File: config.mk
export PLATFORM = sky130hd
export DESIGN_NAME = sound_feeder
export DESIGN_NICKNAME = d
export VERILOG_FILES = /design/src/rtl/sound_pkg.sv /design/src/rtl/sound_fifo.sv /design/src/rtl/sound_feeder.sv
export SDC_FILE = /design/constraint.sdc
export NUM_CORES = 1
export LEC_CHECK = 0
export ABC_AREA = 1
export CORE_ASPECT_RATIO = 2
export CORE_MARGIN = 2
export CORE_UTILIZATION = 45
export DETAILED_ROUTE_END_ITERATION = 8
export DONT_BUFFER_PORTS = 1
export SLEW_MARGIN = 20
export SYNTH_ARGS = -nofsm -noshare
export SYNTH_HDL_FRONTEND = slang
export SYNTH_HIERARCHICAL = 1
export SYNTH_SLANG_ARGS = --single-unit
export TNS_END_PERCENT = 30
File: constraint.sdc
create_clock -name clk -period 5.39 [get_ports clk]
set_input_delay 0.8085 -clock clk [delete_from_list [all_inputs] [get_ports clk]]
set_output_delay 0.8085 -clock clk [all_outputs]
set_load 0.01 [all_outputs]
File: src/rtl/sound_pkg.sv
// Register map and control-bit positions shared by the sound feeder and its FIFO.
package sound_pkg;

    typedef enum logic [1:0] {
        ADDR_SAMPLE = 2'd0,
        ADDR_DIV_LO = 2'd1,
        ADDR_DIV_HI = 2'd2,
        ADDR_CTRL   = 2'd3
    } reg_addr_e;

    localparam int unsigned CTRL_ENABLE    = 0;
    localparam int unsigned CTRL_IRQ_EN    = 1;
    localparam int unsigned CTRL_FLUSH     = 2;
    localparam int unsigned CTRL_CLR_UNDER = 3;
    localparam int unsigned CTRL_CLR_OVER  = 4;

    localparam int unsigned DIV_W = 16;

endpackage

File: src/rtl/sound_fifo.sv
// Single-clock sample FIFO with push, pop and flush; a pop frees a slot for a same-cycle push.
module sound_fifo #(
    parameter int unsigned DEPTH = 16,
    parameter int unsigned LVL_W = 5
) (
    input  logic             clk,
    input  logic             reset_n,
    input  logic             push,
    input  logic [7:0]       push_data,
    input  logic             pop,
    input  logic             flush,
    output logic [7:0]       head,
    output logic [LVL_W-1:0] level,
    output logic             full,
    output logic             empty
);

    localparam int unsigned PTR_W = $clog2(DEPTH);

    logic [7:0]       mem [DEPTH];
    logic [PTR_W-1:0] rd_ptr;
    logic [PTR_W-1:0] wr_ptr;
    logic             push_ok;
    logic             pop_ok;

    assign full  = (level == LVL_W'(DEPTH));
    assign empty = (level == '0);
    assign head  = mem[rd_ptr];

    always_comb begin
        pop_ok  = pop && !empty && !flush;
        push_ok = push && (!full || pop_ok) && !flush;
    end

    always_ff @(posedge clk or negedge reset_n) begin
        if (!reset_n) begin
            rd_ptr <= '0;
            wr_ptr <= '0;
            level  <= '0;
        end else if (flush) begin
            rd_ptr <= '0;
            wr_ptr <= '0;
            level  <= '0;
        end else begin
            if (push_ok) wr_ptr <= wr_ptr + PTR_W'(1);
            if (pop_ok)  rd_ptr <= rd_ptr + PTR_W'(1);
            case ({push_ok, pop_ok})
                2'b10:   level <= level + LVL_W'(1);
                2'b01:   level <= level - LVL_W'(1);
                default: level <= level;
            endcase
        end
    end

    // Storage needs no reset: contents are only visible through the pointers.
    always_ff @(posedge clk) begin
        if (push_ok) mem[wr_ptr] <= push_data;
    end

endmodule

File: src/rtl/sound_feeder.sv
// Paces CPU-written PCM samples into the PWM generator at a programmable rate.
// SOUND_FEEDER_UNDERRUN_SILENCE_EN: an underrun tick strobes a zero sample instead of holding.
module sound_feeder
    import sound_pkg::*;
#(
    parameter int unsigned      DEPTH     = 16,
    parameter int unsigned      LVL_W     = 5,
    parameter logic [DIV_W-1:0] RESET_DIV = 16'd624
) (
    input  logic             clk,
    input  logic             reset_n,
    input  logic [7:0]       cpu_data,
    input  logic [1:0]       cpu_addr,
    input  logic             cpu_wr,
    output logic [7:0]       snd_data,
    output logic             snd_wr,
    output logic [LVL_W-1:0] fifo_level,
    output logic             fifo_full,
    output logic             fifo_empty,
    output logic             underrun,
    output logic             overflow,
    output logic             irq
);

    reg_addr_e        addr_sel;
    logic             enable;
    logic             irq_en;
    logic [DIV_W-1:0] divisor;
    logic [DIV_W-1:0] count;
    logic [7:0]       head;

    logic wr_sample;
    logic ctrl_wr;
    logic flush;
    logic clr_under;
    logic clr_over;
    logic disabling;
    logic tick;
    logic pop;
    logic starve;
    logic dropped;

    assign addr_sel = reg_addr_e'(cpu_addr);

    always_comb begin
        wr_sample = cpu_wr && (addr_sel == ADDR_SAMPLE);
        ctrl_wr   = cpu_wr && (addr_sel == ADDR_CTRL);
        flush     = ctrl_wr && cpu_data[CTRL_FLUSH];
        clr_under = ctrl_wr && cpu_data[CTRL_CLR_UNDER];
        clr_over  = ctrl_wr && cpu_data[CTRL_CLR_OVER];
        disabling = ctrl_wr && !cpu_data[CTRL_ENABLE];
        tick      = enable && (count == '0);
        // Flush outranks a coincident tick: nothing is popped and no underrun is logged.
        pop       = tick && !fifo_empty && !flush;
        starve    = tick && fifo_empty && !flush;
        dropped   = wr_sample && fifo_full && !pop;
    end

    sound_fifo #(
        .DEPTH (DEPTH),
        .LVL_W (LVL_W)
    ) u_fifo (
        .clk       (clk),
        .reset_n   (reset_n),
        .push      (wr_sample),
        .push_data (cpu_data),
        .pop       (pop),
        .flush     (flush),
        .head      (head),
        .level     (fifo_level),
        .full      (fifo_full),
        .empty     (fifo_empty)
    );

    always_ff @(posedge clk or negedge reset_n) begin
        if (!reset_n) begin
            enable  <= 1'b0;
            irq_en  <= 1'b0;
            divisor <= RESET_DIV;
        end else if (cpu_wr) begin
            case (addr_sel)
                ADDR_DIV_LO: divisor[7:0]  <= cpu_data;
                ADDR_DIV_HI: divisor[15:8] <= cpu_data;
                ADDR_CTRL: begin
                    enable <= cpu_data[CTRL_ENABLE];
                    irq_en <= cpu_data[CTRL_IRQ_EN];
                end
                default: ;
            endcase
        end
    end

    // Divisor changes are picked up only at reload; disabling reloads at once.
    always_ff @(posedge clk or negedge reset_n) begin
        if (!reset_n) begin
            count <= RESET_DIV;
        end else if (!enable || disabling || count == '0) begin
            count <= divisor;
        end else begin
            count <= count - DIV_W'(1);
        end
    end

    always_ff @(posedge clk or negedge reset_n) begin
        if (!reset_n) begin
            underrun <= 1'b0;
            overflow <= 1'b0;
        end else begin
            if (starve)         underrun <= 1'b1;
            else if (clr_under) underrun <= 1'b0;
            if (dropped)        overflow <= 1'b1;
            else if (clr_over)  overflow <= 1'b0;
        end
    end

    always_ff @(posedge clk or negedge reset_n) begin
        if (!reset_n) begin
            snd_data <= '0;
            snd_wr   <= 1'b0;
        end else begin
`ifdef SOUND_FEEDER_UNDERRUN_SILENCE_EN
            snd_wr <= pop || starve;
            if (pop)         snd_data <= head;
            else if (starve) snd_data <= '0;
`else
            snd_wr <= pop;
            if (pop) snd_data <= head;
`endif
        end
    end

    assign irq = enable && irq_en && (fifo_level <= LVL_W'(DEPTH / 2));

endmodule

After elaboration in Yosys (flattened, before gate mapping):

Memory sizes are Yosys's and may differ from the RTL's. A register that Yosys moved wholly into a read port is not among the register bits.
Cells that the tools add are included.

* flip-flop bits (word level): 50
* memory bits (writable): 128
* input bits: 13
* output and inout port bits: 19
* logic and storage cells: 77
* memories: 1

* add/subtract/negate cells: 5
* $lt $le $gt $ge: 1
* equality and inequality tests: 6
* multiplexer cells: 13
* reduce and logical (&&, ||, !) cells: 40

Memories
* u_fifo.mem: words 16, bits a word 8, rd ports 1, clocked after memory_dff 1, write ports 1, RTL line sound_fifo.sv:20 `logic [7:0] mem [DEPTH];`

Operators with widths (number)
* $logic_and A1 B1 Y1: 19
* $logic_not A16 Y1: 1
* $mux W16: 1
* $mux W4: 4
* $sub A16 B1 Y16 const B: 1
* $pmux W5 S2: 1
* $add A4 B1 Y4 const B: 2
* $reduce_bool A2 Y1: 4
* $logic_not A1 Y1: 7
* $eq A2 B2 Y1 const B: 3
* $mux W1: 6
* $reduce_and A2 Y1: 3
* $add A5 B1 Y5 const B: 1
* $eq A5 B5 Y1 const B: 1
* $le A5 B4 Y1 const B: 1
* $logic_not A5 Y1: 1
* $mux W5: 1
* $sub A5 B1 Y5 const B: 1
* $eq A2 B1 Y1 const B: 2
* $logic_or A1 B1 Y1: 3
* $reduce_bool A3 Y1: 1
* $logic_not A2 Y1: 1

Depth between registers and ports, before layout:

* depth in word-level cells: 13
* mapped depth: 18

Modules after synthesis:

Netlist, hierarchy kept.

By module, submodules not included
* sound_fifo: instances 1, cells an instance 502, area each 6118.4 µm², seq. area each 4169.0 µm²
* sound_feeder: instances 1, cells an instance 268, area each 2207.1 µm², seq. area each 1136.1 µm²

Worst setup path before layout:

OpenSTA, ideal clock, no wires.

* kind: input-to-reg
* start: in cpu_addr[1]
* end: reg u_fifo.level[4]
* setup time: 116 ps
* data arrival time: 2676 ps
* required time: 5274 ps
* slack: 2598 ps
* stages on the path: 17
* path buffers: 0
* cells stage by stage: nand3_2 > nor2_2 > nor2_4 > nand4_2 > inv_1 > nand4_2 > fa_1 > inv_1 > nand3_1 > nand2_1 > nand2_1 > nand2_1 > inv_1 > nand2_1 > nand2_1 > nand2_1 > nand2_1

* longest elaborated chain between the ends: 13
* elaborated cells on any way between the ends: 17

Ends and longest elaborated chain
* start: declaration: RTL line sound_feeder.sv:13 `input logic [1:0] cpu_addr,`
* $eq A2 B2 Y1 (*): RTL line sound_feeder.sv:47 `ctrl_wr = cpu_wr && (addr_sel == ADDR_CTRL);`
* $logic_and A1 B1 Y1 (*): RTL line sound_feeder.sv:47
* $logic_and A1 B1 Y1 (*): RTL line sound_feeder.sv:48 `flush = ctrl_wr && cpu_data[CTRL_FLUSH];`
* via flush: RTL line sound_feeder.sv:34 `logic flush;`
* $logic_not A1 Y1 (*): RTL line sound_feeder.sv:54 `pop = tick && !fifo_empty && !flush;`
* $logic_and A1 B1 Y1 (*): RTL line sound_feeder.sv:54
* via pop: RTL line sound_feeder.sv:39 `logic pop;`
* $logic_and A1 B1 Y1 (*) (2 in a row): RTL line sound_fifo.sv:31 `pop_ok = pop && !empty && !flush;`
* $logic_or A1 B1 Y1: RTL line sound_fifo.sv:32 `push_ok = push && (!full || pop_ok) && !flush;`
* $logic_and A1 B1 Y1 (2 in a row): RTL line sound_fifo.sv:32
* $eq A2 B1 Y1 or $eq A2 B2 Y1 (tied branches): RTL line sound_fifo.sv:47 `case ({push_ok, pop_ok})`
* $pmux W5 S2: RTL line sound_fifo.sv:47
* $mux W5: RTL line sound_fifo.sv:40 `end else if (flush) begin`
* end signal: assignment: RTL line sound_fifo.sv:48 `2'b10: level <= level + LVL_W'(1);`
* end signal: assignment: RTL line sound_fifo.sv:49 `2'b01: level <= level - LVL_W'(1);`
* end signal: assignment: RTL line sound_fifo.sv:50 `default: level <= level;`
* end: declaration: RTL line sound_fifo.sv:13 `output logic [LVL_W-1:0] level,`

The timed path passes the listed nets; every way through them passes the cells marked *.
A chain may end at the register's enable or synchronous reset.

Worst setup path after layout:

* start: reg u_fifo.level[4]
* end: mem u_fifo.mem[9][0] (enable)

* longest elaborated chain between the ends: 11
* elaborated cells on any way between the ends: 13

Ends and longest elaborated chain
* $logic_not A5 Y1: RTL line sound_fifo.sv:27 `assign empty = (level == '0);`
* via fifo_empty: RTL line sound_feeder.sv:19 `output logic fifo_empty,`
* $logic_not A1 Y1: RTL line sound_feeder.sv:54
* $logic_and A1 B1 Y1 (2 in a row): RTL line sound_feeder.sv:54
* via pop: RTL line sound_feeder.sv:39
* $logic_and A1 B1 Y1 (2 in a row): RTL line sound_fifo.sv:31
* $logic_or A1 B1 Y1: RTL line sound_fifo.sv:32
* $logic_and A1 B1 Y1 (2 in a row): RTL line sound_fifo.sv:32
* $mux W1: RTL line sound_fifo.sv:57 `if (push_ok) mem[wr_ptr] <= push_data;`
* $mux W1 (implied by the code): RTL line sound_fifo.sv:57
* end: declaration: RTL line sound_fifo.sv:20

The timed path passes the listed nets, and every way through them passes these cells.

==> qor.csv <==
metric,value,unit
cts-root-buf,clkbuf_16,
finalCritPeriodShare,0.5668,
cts.htree.levels,4,
dp_hpwl,14050,um
synth_cell_type_count,38,
period_needed,3.055,ns
finClkSkew,0.01118,ns
worstPathArrival,3.12,ns
synth-simple-area-share,0.2187,
hold_ws,0.06865,ns
async_flop_share,0.3118,
setup_ws,2.335,ns
yosysSeqAreaShare,0.6372,
setup_violations,0,
hold_path_class,primary input to asynchronous set/reset pin,
maxCapViolations,0,
io_pins,32,
tightest_slew,1.055,ns
drc,0,
crit_required,5.45,ns
slowest_stage,nor2_1,
syn-cell-area,0.008325,mm^2
cts_sinks,186,
grt_pass1_vias,5605,
numCtsBuffers,17,
synth_edf_count,128,
place_congestion,0.9146,
utilization,0.4953,
postCtsSetupBuffers,0,
post-route-cell-area,0.009024,mm^2
dp_slack,2.175,ns
synth_top_family_by_area,simple AND/OR/NAND/NOR gates,
start_util,0.4570,
slew_violations,0,
cts_resized,0,
worstSkewPairLatency,0.43,ns
hold_viol,0,
clkSlewWorstSetupHoldPaths,0.07,ns
cp_num_buf_inv,3,
relSlewSlack,0.2970,
clock.fmax,327.3,MHz
critical_path.top_delay_family,simple AND/OR/NAND/NOR gates,
die_y,196.4,um
drt_wl_total,20020,um
worstSetupPathType,flop to flop,
muxShareOfSynthArea,0,
wl_per_cell,20.20,um
vias,5481,
syn_area_per_cell,10.81,um^2
grt_antenna_before_repair,0,
crit_path_end_kind,flop,
synthAdderAreaFrac,0.01593,
rsz0062_at_grt,no,
setup_tns,0,ns
viasPerCell,5.531,
regArea,0.005306,mm^2
core,0.01822,mm^2
grt_max_degree,75,
grt_pass1_wl,30780,um
p_leak,3.628,nW
slowest_delay,0.55,ns
rr_worst_depth,10,
crit_chain,inv_2 > nand3_4 > inv_1 > nor2_4 > nand4_2 > inv_1 > nand4_4 > nand2_4 > nand2_4 > nor2_1,
globalRouteOverflowTotal,0,
status,"finished, final reports clean",
dr.pass1.iters,8,
multi_input_area,0.002650,mm^2
io_buffers,0,
finalPower,4.044,mW
dpl_cell_area,0.008412,mm^2
ys_warn_count,6,
clock_path_buffers,2,
place_inst,959,
synthesis.nets,793,
drtIter0Drc,337,
fin_cells,991,
powerDensity,448.1,mW/mm^2
ant_nets,0,
synth_flop_cell,edfxtp_1,
crit_cells,10,
rows,70,
die_w,100.2,um
n_antenna_cell,0,
synth_seq_cells,186,
synth_cells,770,
layout.nets,785,
drive_above_1_share,0.1135,
die-area,0.01967,mm^2
critPathMaxFanout,10,
worst_setup_path_start_kind,flop,
area_growth,8.386,%
cts_tree,done,
groute.usage.overall,0.2136,
peakVddDrop,0.1804,mV
synth-compound-area-share,0.07214,
fillers,1619,
synth_xor_area_frac,0.01157,
cts_hold_buf,0,
-- where the power goes --
| part | total (mW) | internal [mW] | switching [mW] |
|---|---|---|---|
| Combinational | 0.880 | 0.290 | 0.590 |
| Clock | 1.25 | 0.720 | 0.532 |
| Sequential | 1.91 | 1.71 | 0.206 |
-- sequential cells by signal, summed over array words and instances, names as in the netlist, 4 cells and up --
signal and flops:
u_fifo/mem 128, u_fifo/rd_ptr 4, count 16, snd_data 8, u_fifo/level 5, u_fifo/wr_ptr 4
divisor 16
-- layout by cell type, fill, tap and decap left out, types with 9 or more instances in the layout --
cell type,synthesis,layout
nor2_1,71,71
o21ai_1,15,15
a21oi_1,14,14
o211ai_1,15,15
ha_1,9,9
nand2_1,207,207
edfxtp_1,128,128
o21ai_0,48,48
nand2_4,9,9
clkbuf_16,0,21
nand3b_1,16,16
inv_1,36,36
dfrtp_1,50,49
nand3_1,45,45
-- cell usage after synthesis (9+ instances only) --
cell type	n	area, um^2
o211ai_1	15	112.6
nand2_1	207	777.0
a21oi_1	14	70.07
o21ai_1	15	75.07
inv_1	36	135.1
o21ai_0	48	240.2
nand3b_1	16	120.1
ha_1	9	112.6
nand3_1	45	225.2
dfrtp_1	50	1251
edfxtp_1	128	3844
buf_2	13	65.06
nand2_4	9	101.4
nor2_1	71	266.5
-- area by class of cell --
type                    instances  share of cell area
clock buffers                  23             0.06018
clock inverters                 9            0.007626
inverters                      46             0.01969
multi-input cells             510              0.2937
flip-flops and latches        186              0.5880
well taps                     216             0.02995
repair buffers                  1           0.0008319
-- logic make-up (layout without fill, tap and decap cells) --
group                    after synthesis  after routing
adder cells (fa/ha/maj)               10             10
buffers and inverters                 74             79
flip-flops                           186            186
AND/OR/NAND/NOR                      385            385
AO/OA/AOI/OAI                        104            104
XOR/XNOR                              11             11
-- per-layer routing --
layer | up-vias | part of all wire | global-route usage
met2 | 144 | 0.57 | 0.4069
met3 | 53 | 0.030 | 0.03652
met4 | 0 | 0.043 | 0.1086
li1 | 2604 | - | -
met1 | 2680 | 0.36 | 0.2157
met5 | - | 0 | 0
-- final timing paths --
check                                         to  slack [ns]       startpoint
worst max-delay path            u_fifo/mem[9][0]        2.33  u_fifo/level[4]
worst min-delay path                   count[15]        0.07          reset_n
worst max register to register  u_fifo/mem[9][0]        2.33  u_fifo/level[4]
worst min register to register          count[5]        0.46       divisor[5]
max in group asynchronous             divisor[4]        5.12          reset_n
min in group clk                        count[5]        0.46       divisor[5]
Power figures use the tool's default switching activity.
